[src/rtl/wb_bus_arbiter.sv]
// rtl/wb_bus_arbiter.sv - two-master pipelined Wishbone arbiter with ack timeout
module wb_bus_arbiter #(
    parameter int RR_MODE = 1,
    parameter int TIMEOUT = 255,
    parameter int OUT_W   = 4
) (
    input  logic        clk,
    input  logic        reset,
    input  logic        m0_wb_cyc,
    input  logic        m0_wb_stb,
    input  logic        m0_wb_we,
    input  logic [31:0] m0_wb_addr,
    input  logic [31:0] m0_wb_wdata,
    output logic        m0_wb_ack,
    output logic        m0_wb_err,
    output logic        m0_wb_stall,
    output logic [31:0] m0_wb_rdata,
    input  logic        m1_wb_cyc,
    input  logic        m1_wb_stb,
    input  logic        m1_wb_we,
    input  logic [31:0] m1_wb_addr,
    input  logic [31:0] m1_wb_wdata,
    output logic        m1_wb_ack,
    output logic        m1_wb_err,
    output logic        m1_wb_stall,
    output logic [31:0] m1_wb_rdata,
    output logic        o_wb_cyc,
    output logic        o_wb_stb,
    output logic        o_wb_we,
    output logic [31:0] o_wb_addr,
    output logic [31:0] o_wb_data,
    input  logic [31:0] i_wb_data,
    input  logic        i_wb_ack,
    input  logic        i_wb_stall,
    input  logic        i_wb_err,
    output logic [1:0]  o_grant
);

    typedef enum logic [1:0] {IDLE, OWN0, OWN1} state_t;

    localparam logic [OUT_W-1:0] OUT_MAX = '1;
    localparam logic [15:0]      TMO     = 16'(TIMEOUT);

    state_t           state;
    logic             last_grant;
    logic [OUT_W-1:0] outstanding;
    logic [15:0]      timer;

    logic        own0, own1, owned, timeout_hit;
    logic        sel_cyc, sel_stb, sel_we;
    logic [31:0] sel_addr, sel_data;
    logic        accept, done;

    assign own0        = (state == OWN0);
    assign own1        = (state == OWN1);
    assign owned       = own0 | own1;
    // The timeout cycle itself is the error pulse: the bus is cut and the owner sees err.
    assign timeout_hit = owned && (timer == TMO);

    assign sel_cyc  = own1 ? m1_wb_cyc   : m0_wb_cyc;
    assign sel_stb  = own1 ? m1_wb_stb   : m0_wb_stb;
    assign sel_we   = own1 ? m1_wb_we    : m0_wb_we;
    assign sel_addr = own1 ? m1_wb_addr  : m0_wb_addr;
    assign sel_data = own1 ? m1_wb_wdata : m0_wb_wdata;

    assign o_wb_cyc  = owned & ~timeout_hit & sel_cyc;
    assign o_wb_stb  = owned & ~timeout_hit & sel_stb;
    assign o_wb_we   = owned & sel_we;
    assign o_wb_addr = owned ? sel_addr : 32'd0;
    assign o_wb_data = owned ? sel_data : 32'd0;

    assign m0_wb_stall = (own0 & ~timeout_hit) ? i_wb_stall : 1'b1;
    assign m1_wb_stall = (own1 & ~timeout_hit) ? i_wb_stall : 1'b1;
    assign m0_wb_ack   = own0 & ~timeout_hit & i_wb_ack;
    assign m1_wb_ack   = own1 & ~timeout_hit & i_wb_ack;
    assign m0_wb_err   = own0 & (timeout_hit | i_wb_err);
    assign m1_wb_err   = own1 & (timeout_hit | i_wb_err);
    assign m0_wb_rdata = i_wb_data;
    assign m1_wb_rdata = i_wb_data;

    assign accept  = o_wb_stb & ~i_wb_stall;
    assign done    = i_wb_ack | i_wb_err;
    assign o_grant = {own1, own0};

    always_ff @(posedge clk or negedge reset) begin
        if (!reset) begin
            state       <= IDLE;
            last_grant  <= 1'b1;
            outstanding <= '0;
            timer       <= 16'd0;
        end else begin
            case (state)
                IDLE: begin
                    outstanding <= '0;
                    timer       <= 16'd0;
                    if (m0_wb_cyc && m1_wb_cyc) begin
                        if (RR_MODE != 0 && !last_grant)
                            state <= OWN1;
                        else
                            state <= OWN0;
                    end else if (m0_wb_cyc) begin
                        state <= OWN0;
                    end else if (m1_wb_cyc) begin
                        state <= OWN1;
                    end
                end
                OWN0, OWN1: begin
                    if (!sel_cyc || timeout_hit) begin
                        state       <= IDLE;
                        last_grant  <= own1;
                        outstanding <= '0;
                        timer       <= 16'd0;
                    end else begin
                        if (accept && !done && outstanding != OUT_MAX)
                            outstanding <= outstanding + OUT_W'(1);
                        else if (done && !accept && outstanding != '0)
                            outstanding <= outstanding - OUT_W'(1);
                        if (accept || done || outstanding == '0)
                            timer <= 16'd0;
                        else
                            timer <= timer + 16'd1;
                    end
                end
                default: state <= IDLE;
            endcase
        end
    end

endmodule

[config.mk]
export PLATFORM = sky130hd
export DESIGN_NAME = wb_bus_arbiter
export DESIGN_NICKNAME = d
export VERILOG_FILES = /design/src/rtl/wb_bus_arbiter.sv
export SDC_FILE = /design/constraint.sdc
export NUM_CORES = 1
export LEC_CHECK = 0
export BUFFER_PORTS_ARGS = -buffer_cell sky130_fd_sc_hd__buf_2
export CAP_MARGIN = 0
export CORE_AREA = 2 2 121 123
export DETAILED_ROUTE_END_ITERATION = 16
export DIE_AREA = 0 0 123 125
export MAX_ROUTING_LAYER = met4
export SYNTH_ARGS = -nofsm -noshare
export SYNTH_HDL_FRONTEND = slang
export SYNTH_SLANG_ARGS = --single-unit
[constraint.sdc]
create_clock -name clk -period 2.93 [get_ports clk]
set_input_delay 0.586 -clock clk [delete_from_list [all_inputs] [get_ports clk]]
set_output_delay 0.586 -clock clk [all_outputs]
set_load 0.01 [all_outputs]
# Yosys cells after proc, flatten, opt, wreduce, memory -nomap -nowiden
# Index checks and enable logic that the tools add are counted.
# classes
reduce_logical	20
bitwise_logic	16
mux	22
n_addsub	3
eq_ne	7
# op_table
operator	count
$mux 32	4
$mux 16	2
$pmux 16 s2	1
$add 16x1->16 const B	1
$eq 16x8->1 const B	1
$mux 4	3
$ne 4x4->1 const B	3
$and 1x1->1	11
$mux 2	5
$pmux 4 s2	1
$logic_and 1x1->1	6
$reduce_and 2->1	3
$mux 1	5
$add 4x1->4 const B	1
$logic_not 4->1	1
$pmux 2 s2	1
$reduce_bool 4->1	1
$sub 4x1->4 const B	1
$logic_not 1->1	3
$logic_or 1x1->1	3
$or 1x1->1	3
$eq 2x1->1 const B	1
$eq 2x2->1 const B	1
$logic_not 2->1	1
4 further kinds	5
# totals
wordCells	72
register_bits	23
out_inout_bits	139
input_bits	171

# Depth between registers and ports, before layout
# Gate-level depths: netlist of the first run.
# logic_depth
ltp_word	14
mapped_depth	12
mapped_depth_nobuf	11

# Worst setup path before layout of the first run
# No wires, ideal clock.
# synth_timing
path_type	register -> register
start	register timer[9]
end	register outstanding[3]
period_less_slack_ns	2.795
t_arrival_ns	2.708
path_slack_ns	0.135
setup_time_ns	0.087
stages_incl_launch_ff	10
required_ns	2.843
n_path_buf	0
cell_sequence	dfrtp_1 > or4_4 > or4_1 > nand4_1 > ha_1 > a21o_1 > a21oi_1 > nor4b_1 > or2_2 > o211ai_1
# synth_via
elab_chain_cells	11
elab_cells_between_ends	17
classes_between	eq/ne (2); mux (3); bitwise (4); reduce/logical (8)
# synth_lines
item	line_no	source
start, declared	47	logic [15:0] timer;
start signal, assigned	121	timer <= timer + 16'd1;
$eq 16x8->1 *	58	assign timeout_hit = owned && (timer == TMO);
$logic_and 1x1->1 *	58	
$not 1->1	67	assign o_wb_stb = owned & ~timeout_hit & sel_stb;
$and 1x1->1 (2 in a row)	67	
$and 1x1->1	81	assign accept = o_wb_stb & ~i_wb_stall;
$logic_and 1x1->1 or $logic_not 1->1 (tied branches)	114, 116	
$logic_and 1x1->1 (on tied branches)	114, 116	
$mux 4 or $logic_and 1x1->1 (tied branches)	114, 116	
$mux 4 or $ne 4x4->1 (tied branches)	-	
$pmux 4 s2 or $reduce_and 2->1 (tied branches)	-	
end signal, assigned	115	outstanding <= outstanding + OUT_W'(1);
end signal, assigned	117	outstanding <= outstanding - OUT_W'(1);
end, declared	46	logic [OUT_W-1:0] outstanding;
# Every way passes the cells marked *; elsewhere a longest branch is shown, timed or not.
# A chain may end at the register's enable or synchronous reset.

# Final worst setup path of the first run
# layout_timing
start	register timer[9]
end	output m0_wb_ack
# layout_via
elab_chain_cells	5
# layout_lines
item	line_no	source
$eq 16x8->1	58	
$logic_and 1x1->1	58	
$not 1->1	74	assign m0_wb_ack = own0 & ~timeout_hit & i_wb_ack;
$and 1x1->1 (2 in a row)	74	
end, declared	14	output logic m0_wb_ack,
# Every way passes these cells.

==> results of run 1 <==
## metrics by stage
stage	instances	power, mW
global placement	710	3.36
finish	729	3.64
global route	729	3.86
CTS	715	3.67
floorplan	386	2.13
detailed placement	710	3.36
## Yosys cell counts (2+ instances only)
cell type	count	area share (%)
and4_1	2	0.59
dfrtp_1	22	18
or4_1	3	0.75
or2_2	2	0.42
a22o_1	4	1.2
clkbuf_1	13	1.6
buf_4	67	17
a21oi_1	12	2.0
and3_1	6	1.3
xor2_1	2	0.59
o22ai_1	5	1.0
o211ai_1	3	0.75
nand2_1	16	2.0
ha_1	7	2.9
a21o_1	5	1.3
buf_1	7	0.88
inv_1	15	1.9
nand4_1	4	0.84
nand3_1	9	1.5
o21ai_0	11	1.8
xnor2_1	2	0.59
or3_1	4	0.84
nor2_1	75	9.4
mux2i_1	69	23
o21a_1	2	0.50
nor3_1	4	0.67
nor2b_1	2	0.42
## cells by family after synthesis
logic type / count (synthesis)
simple gates: 133
buf+inv: 102
mux: 70
compound gates: 46
flops: 23
fa+ha+maj: 8
xor+xnor: 4
## critical path: stages (launching register included)
cell	delay [ns]
dfrtp_1	0.37
or4_4	0.54
or4_4	0.53
or2_4	0.25
and3_4	0.18
buf_2	0.14
## power by group through the flow
stage	logic, mW	registers, mW	clock network, mW
after floorplan	1.75	0.377	0
after global placement	2.97	0.387	0
after detailed placement	2.97	0.388	0
after CTS	2.98	0.383	0.305
after global routing	3.15	0.390	0.321
final	2.95	0.384	0.301
## worst max path at each step
stage,to,cells after the start,slack [ns]
2_1_floorplan,outstanding[3],9,0.14
3_3_place_gp,outstanding[3],9,0.08
3_5_place_dp,outstanding[3],9,0.02
4_1_cts,m0_wb_ack,5,0.03
5_1_grt,m0_wb_ack,5,0.02
6_report,m0_wb_ack,5,0.07
## registers in the layout (all words and copies together), names as in the netlist
name,flops
last_grant,1
outstanding,4
state,2
timer,16
## repair_timing
item | CTS | global route
buffers inserted | 1 | 1
endpoints found under the setup margin | 2 | 18
pin swaps | 1 | 1
gates resized for setup | 4 | 4
## area by class of cell
class / instances / area share [%]
clock buffers: 4 / 1.97
multi-input cells: 261 / 45.3
well taps: 184 / 5.75
flip-flops and latches: 23 / 14.4
inverters: 15 / 1.41
diodes: 13 / 0.812
repair buffers: 229 / 30.3
## metal layers
metal | part of all wire [%] | vias up
met5 | 0 | -
met1 | 37 | 1512
met4 | 3.0 | 0
met3 | 9.8 | 12
met2 | 51 | 146
li1 | - | 1571
==> impl_metrics.json, run 1 <==
{
  "synth-compound-area-share_pct": 10.4,
  "async_reset_ff_share_pct": 100,
  "drc": 0,
  "rsz0062_at_grt": "false",
  "arrival_ns": 2.27,
  "ctsLongestPathBuffers": 2,
  "power_per_cell_area_mw_per_mm2": 909,
  "r2r_cells": 9,
  "grt_remaining_overflow": 0,
  "final_common_cell": "buf_2",
  "startpoint": "timer[9]",
  "syn_area_per_cell_um2": 7.74,
  "clock_power_share_pct": 8.3,
  "ys_warn_count": 0,
  "placed_area_mm2": 0.00385,
  "ys_seq_area_share_pct": 19.3,
  "vias_per_cell": 4.45,
  "intPower_mw": 1.66,
  "worstSetupPathType": "reg -> out",
  "fill_cells": 1636,
  "seq_power_share_pct": 10.5,
  "cts_buffers": 3,
  "finalNetCount": 712,
  "clock-sinks": 23,
  "final_util_pct": 28.2,
  "timing.rr.start": "timer[9]",
  "cts_root_buf": "clkbuf_16",
  "rows": 44,
  "routed_wl_mm": 16.9,
  "htreeDepth": 1,
  "antenna_found_initial": 15,
  "placeableCoreArea_mm2": 0.0142,
  "multi_input_area_mm2": 0.00181,
  "grt_use_met2_pct": 37.2,
  "cp_max_fo": 4,
  "endpoint_kind": "output port",
  "reg2reg_slack_ns": 0.14,
  "synth_top_family_by_area": "multiplexers",
  "syn_to_final_growth_pct": 33.9,
  "r2r_end": "outstanding[3]",
  "first_pass_iters": 4,
  "wl_per_cell_um": 23.2,
  "die_w_um": 123,
  "fp.dieArea_mm2": 0.0154,
  "final_area_mm2": 0.00400,
  "met1_usage_pct": 23.8,
  "dr_total_vias": 3241,
  "grt.total_usage_pct": 22.2,
  "worst_slew_pin_slew_ns": 0.552,
  "whs_ns": 0.312,
  "die_h_um": 125,
  "clock.fmax_ghz": 0.350,
  "ys_types": 40,
  "dp_hpwl_mm": 15.1,
  "clk_latency_ns": 0.26,
  "pre_cts_slack_ns": 0.0159,
  "startpoint_type": "flip-flop",
  "maxSlewHeadroom_pct": 63.2,
  "period_needed_ns": 2.86,
  "finalHoldViolCount": 0,
  "swShare_pct": 54.4,
  "hold_path.class": "in -> async",
  "outcome": "finished clean",
  "clk_pin_slew_ns": 0.06,
  "grt_pass1_wl_mm": 22.8,
  "register_area_um2": 577,
  "grt_max_degree": 56,
  "synth_flop_cell": "dfrtp_1",
  "synth_fa_ha_area_share_pct": 3.60,
  "cts_tree": "built",
  "start_util_pct": 21.0,
  "finClkSkew_ns": 0.00142,
  "numPortBuffers": 213,
  "synth_area_mm2": 0.00299,
  "first_iter_violations": 153,
  "routabilityCongestion": 0.909,
  "final_cell_mix": "buf_2, nor2_1, mux2i_1, dfrtp_1, nand2_1",
  "ant_nets": 0,
  "ys_ff_latch": 23,
  "postCtsHoldBufs": 0,
  "syn_inst": 386,
  "synth_nets": 565,
  "synthXorXnorAreaFrac_pct": 1.17,
  "num_io_pins": 310,
  "grt_use_met3_pct": 10.4,
  "grt_pass1_vias": 3046,
  "grt-busiest-layer": "met2",
  "fin_ws_ns": 0.0714,
  "maxCapViolations": 0,
  "power_frac_comb_pct": 81.2,
  "switchingPower_mw": 1.98,
  "synth_enable_flop_cells": 0,
  "setup_tns_ns": 0,
  "synth-simple-area-share_pct": 20.7,
  "finalSetupViolCount": 0,
  "synthMuxAreaShare_pct": 23.6,
  "crit_required_ns": 2.34,
  "drv_slew": 0,
  "layout-drive-gt1-share_pct": 46.6,
  "ir_drop_v": 0.000405,
  "p_leak_nw": 2.07,
  "timing.final.crit_share_pct": 97.6
}
No activity file was read; power rests on OpenSTA's default activity.
==> run 2, diff against run 1 <==
CTS_BUF_LIST = sky130_fd_sc_hd__clkbuf_8   (was not set)
GPL_ROUTABILITY_DRIVEN = 0   (was not set)
==> run 2 against run 1 <==
Clock power is 29% lower; die area stayed put; critical path depth stayed put.
==> impl_metrics.json, run 2 (synthesized netlist as in run 1, its figures left out) <==
{
  "outcome": "finished clean",
  "startpoint_type": "flip-flop",
  "clock.fmax_ghz": 0.345,
  "r2r_cells": 9,
  "htreeDepth": 1,
  "final_cell_mix": "buf_2, nor2_1, mux2i_1, dfrtp_1, nand2_1",
  "start_util_pct": 21.0,
  "antenna_found_initial": 13,
  "ctsLongestPathBuffers": 2,
  "fp.dieArea_mm2": 0.0154,
  "worstSetupPathType": "reg -> out",
  "finClkSkew_ns": 0.00882,
  "vias_per_cell": 4.49,
  "grt_pass1_vias": 3091,
  "final_common_cell": "buf_2",
  "numPortBuffers": 213,
  "ir_drop_v": 0.000354,
  "finalNetCount": 714,
  "placed_cells": 711,
  "reg2reg_slack_ns": 0.11,
  "maxCapViolations": 0,
  "crit_required_ns": 2.34,
  "timing.rr.start": "timer[9]",
  "first_pass_iters": 4,
  "placeableCoreArea_mm2": 0.0142,
  "clock-sinks": 23,
  "syn_to_final_growth_pct": 33.3,
  "grt.total_usage_pct": 22.0,
  "grt_pass1_wl_mm": 22.6,
  "period_needed_ns": 2.90,
  "arrival_ns": 2.31,
  "drv_slew": 0,
  "finalSetupViolCount": 0,
  "power_per_cell_area_mw_per_mm2": 884,
  "top_register": "timer",
  "cts_root_buf": "clkbuf_8",
  "drc": 0,
  "cts_tree": "built",
  "clk_pin_slew_ns": 0.10,
  "routed_wl_mm": 17.0,
  "grt_remaining_overflow": 0,
  "maxSlewHeadroom_pct": 62.3,
  "cts_buffers": 3,
  "ant_nets": 0,
  "finalHoldViolCount": 0,
  "layout-drive-gt1-share_pct": 46.8,
  "dr_total_vias": 3285,
  "num_io_pins": 310,
  "die_w_um": 123,
  "wl_per_cell_um": 23.3,
  "r2r_end": "outstanding[3]",
  "whs_ns": 0.288,
  "cp_max_fo": 4,
  "clk_latency_ns": 0.28,
  "p_leak_nw": 2.07,
  "timing.final.crit_share_pct": 98.9,
  "reg.largest.list": "timer x16, outstanding x4, state x2",
  "hold_path.class": "in -> async",
  "stdcell_count": 731,
  "first_iter_violations": 195,
  "dp_hpwl_mm": 15.1,
  "rsz0062_at_grt": "true",
  "die_h_um": 125,
  "worst_slew_pin_slew_ns": 0.566,
  "largest_reg_flops": 16,
  "final_util_pct": 28.0,
  "grt_max_degree": 51,
  "rows": 44,
  "endpoint_kind": "output port"
}
run 2: cell count changes in the layout (fill, tap and decap cells not counted):
cell	before	now
clkbuf_1	1	0
nor2_2	1	0
buf_4	13	15
clkinv_2	0	1
clkbuf_16	3	0
clkbuf_8	0	3
nor2_1	74	75
run 2: how the worst max path moves through the flow:
stage / start / slack [ns] / to / depth (start not counted)
floorplan: timer[9] / 0.14 / outstanding[3] / 9
detailed placement: timer[9] / 0.02 / outstanding[3] / 9
global route: timer[9] / -0.02 / m0_wb_ack / 5
finish: timer[9] / 0.03 / m0_wb_ack / 5
global placement: timer[9] / 0.08 / outstanding[3] / 9
CTS: timer[10] / 0.01 / m0_wb_ack / 5
run 2: layout make-up:
class | instances | area, µm²
Timing Repair Buffer | 231 | 1230
Antenna cell | 13 | 32.5
Clock buffer | 3 | 41.3
Fill cell | 1624 | 10200
Multi-Input combinational cell | 261 | 1810
Sequential cell | 23 | 577
Clock inverter | 1 | 5.00
Inverter | 15 | 56.3
Tap cell | 184 | 230
run 2: metrics by stage:
| stage | setup WS, ns | total power, mW | instance area (µm²) | setup TNS, ns |
|---|---|---|---|---|
| final | 0.0314 | 3.52 | 3980 | 0 |
| after global routing | -0.0208 | 3.76 | 3980 | -0.0383 |
| after CTS | 0.0142 | 3.58 | 3930 | 0 |
| after detailed placement | 0.0226 | 3.36 | 3860 | 0 |
| after global placement | 0.0765 | 3.35 | 3860 | 0 |
| after floorplan | 0.135 | 2.13 | 2990 | 0 |
run 2: worst max-delay path, stage by stage (launching register included):
cell and delay, ns:
dfrtp_1 0.39, or4_4 0.54, or4_4 0.53, or2_4 0.25
and3_4 0.19, buf_2 0.14
run 2: timing repair:
action,in CTS,in global routing
gates cloned,0,0
setup buffers,1,2
setup endpoints to repair,3,25
pin swaps,1,2
hold buffers,0,0
resized for setup,4,3
run 2: routing by layer:
layer  track usage, %  wire length, µm  up-vias
met1             22.9             6030     1537
met2             35.4             8410      159
met4             8.89              702        0
met3             10.8             1890       19
met5                -                0        -
li1                 -                -     1570
run 2: power by group:
part | total, mW | switching (mW) | internal [mW] | leakage [nW]
clock | 0.215 | 0.119 | 0.0955 | 0.0256
combinational | 2.92 | 1.80 | 1.12 | 1.73
sequential | 0.384 | 0.0344 | 0.350 | 0.315
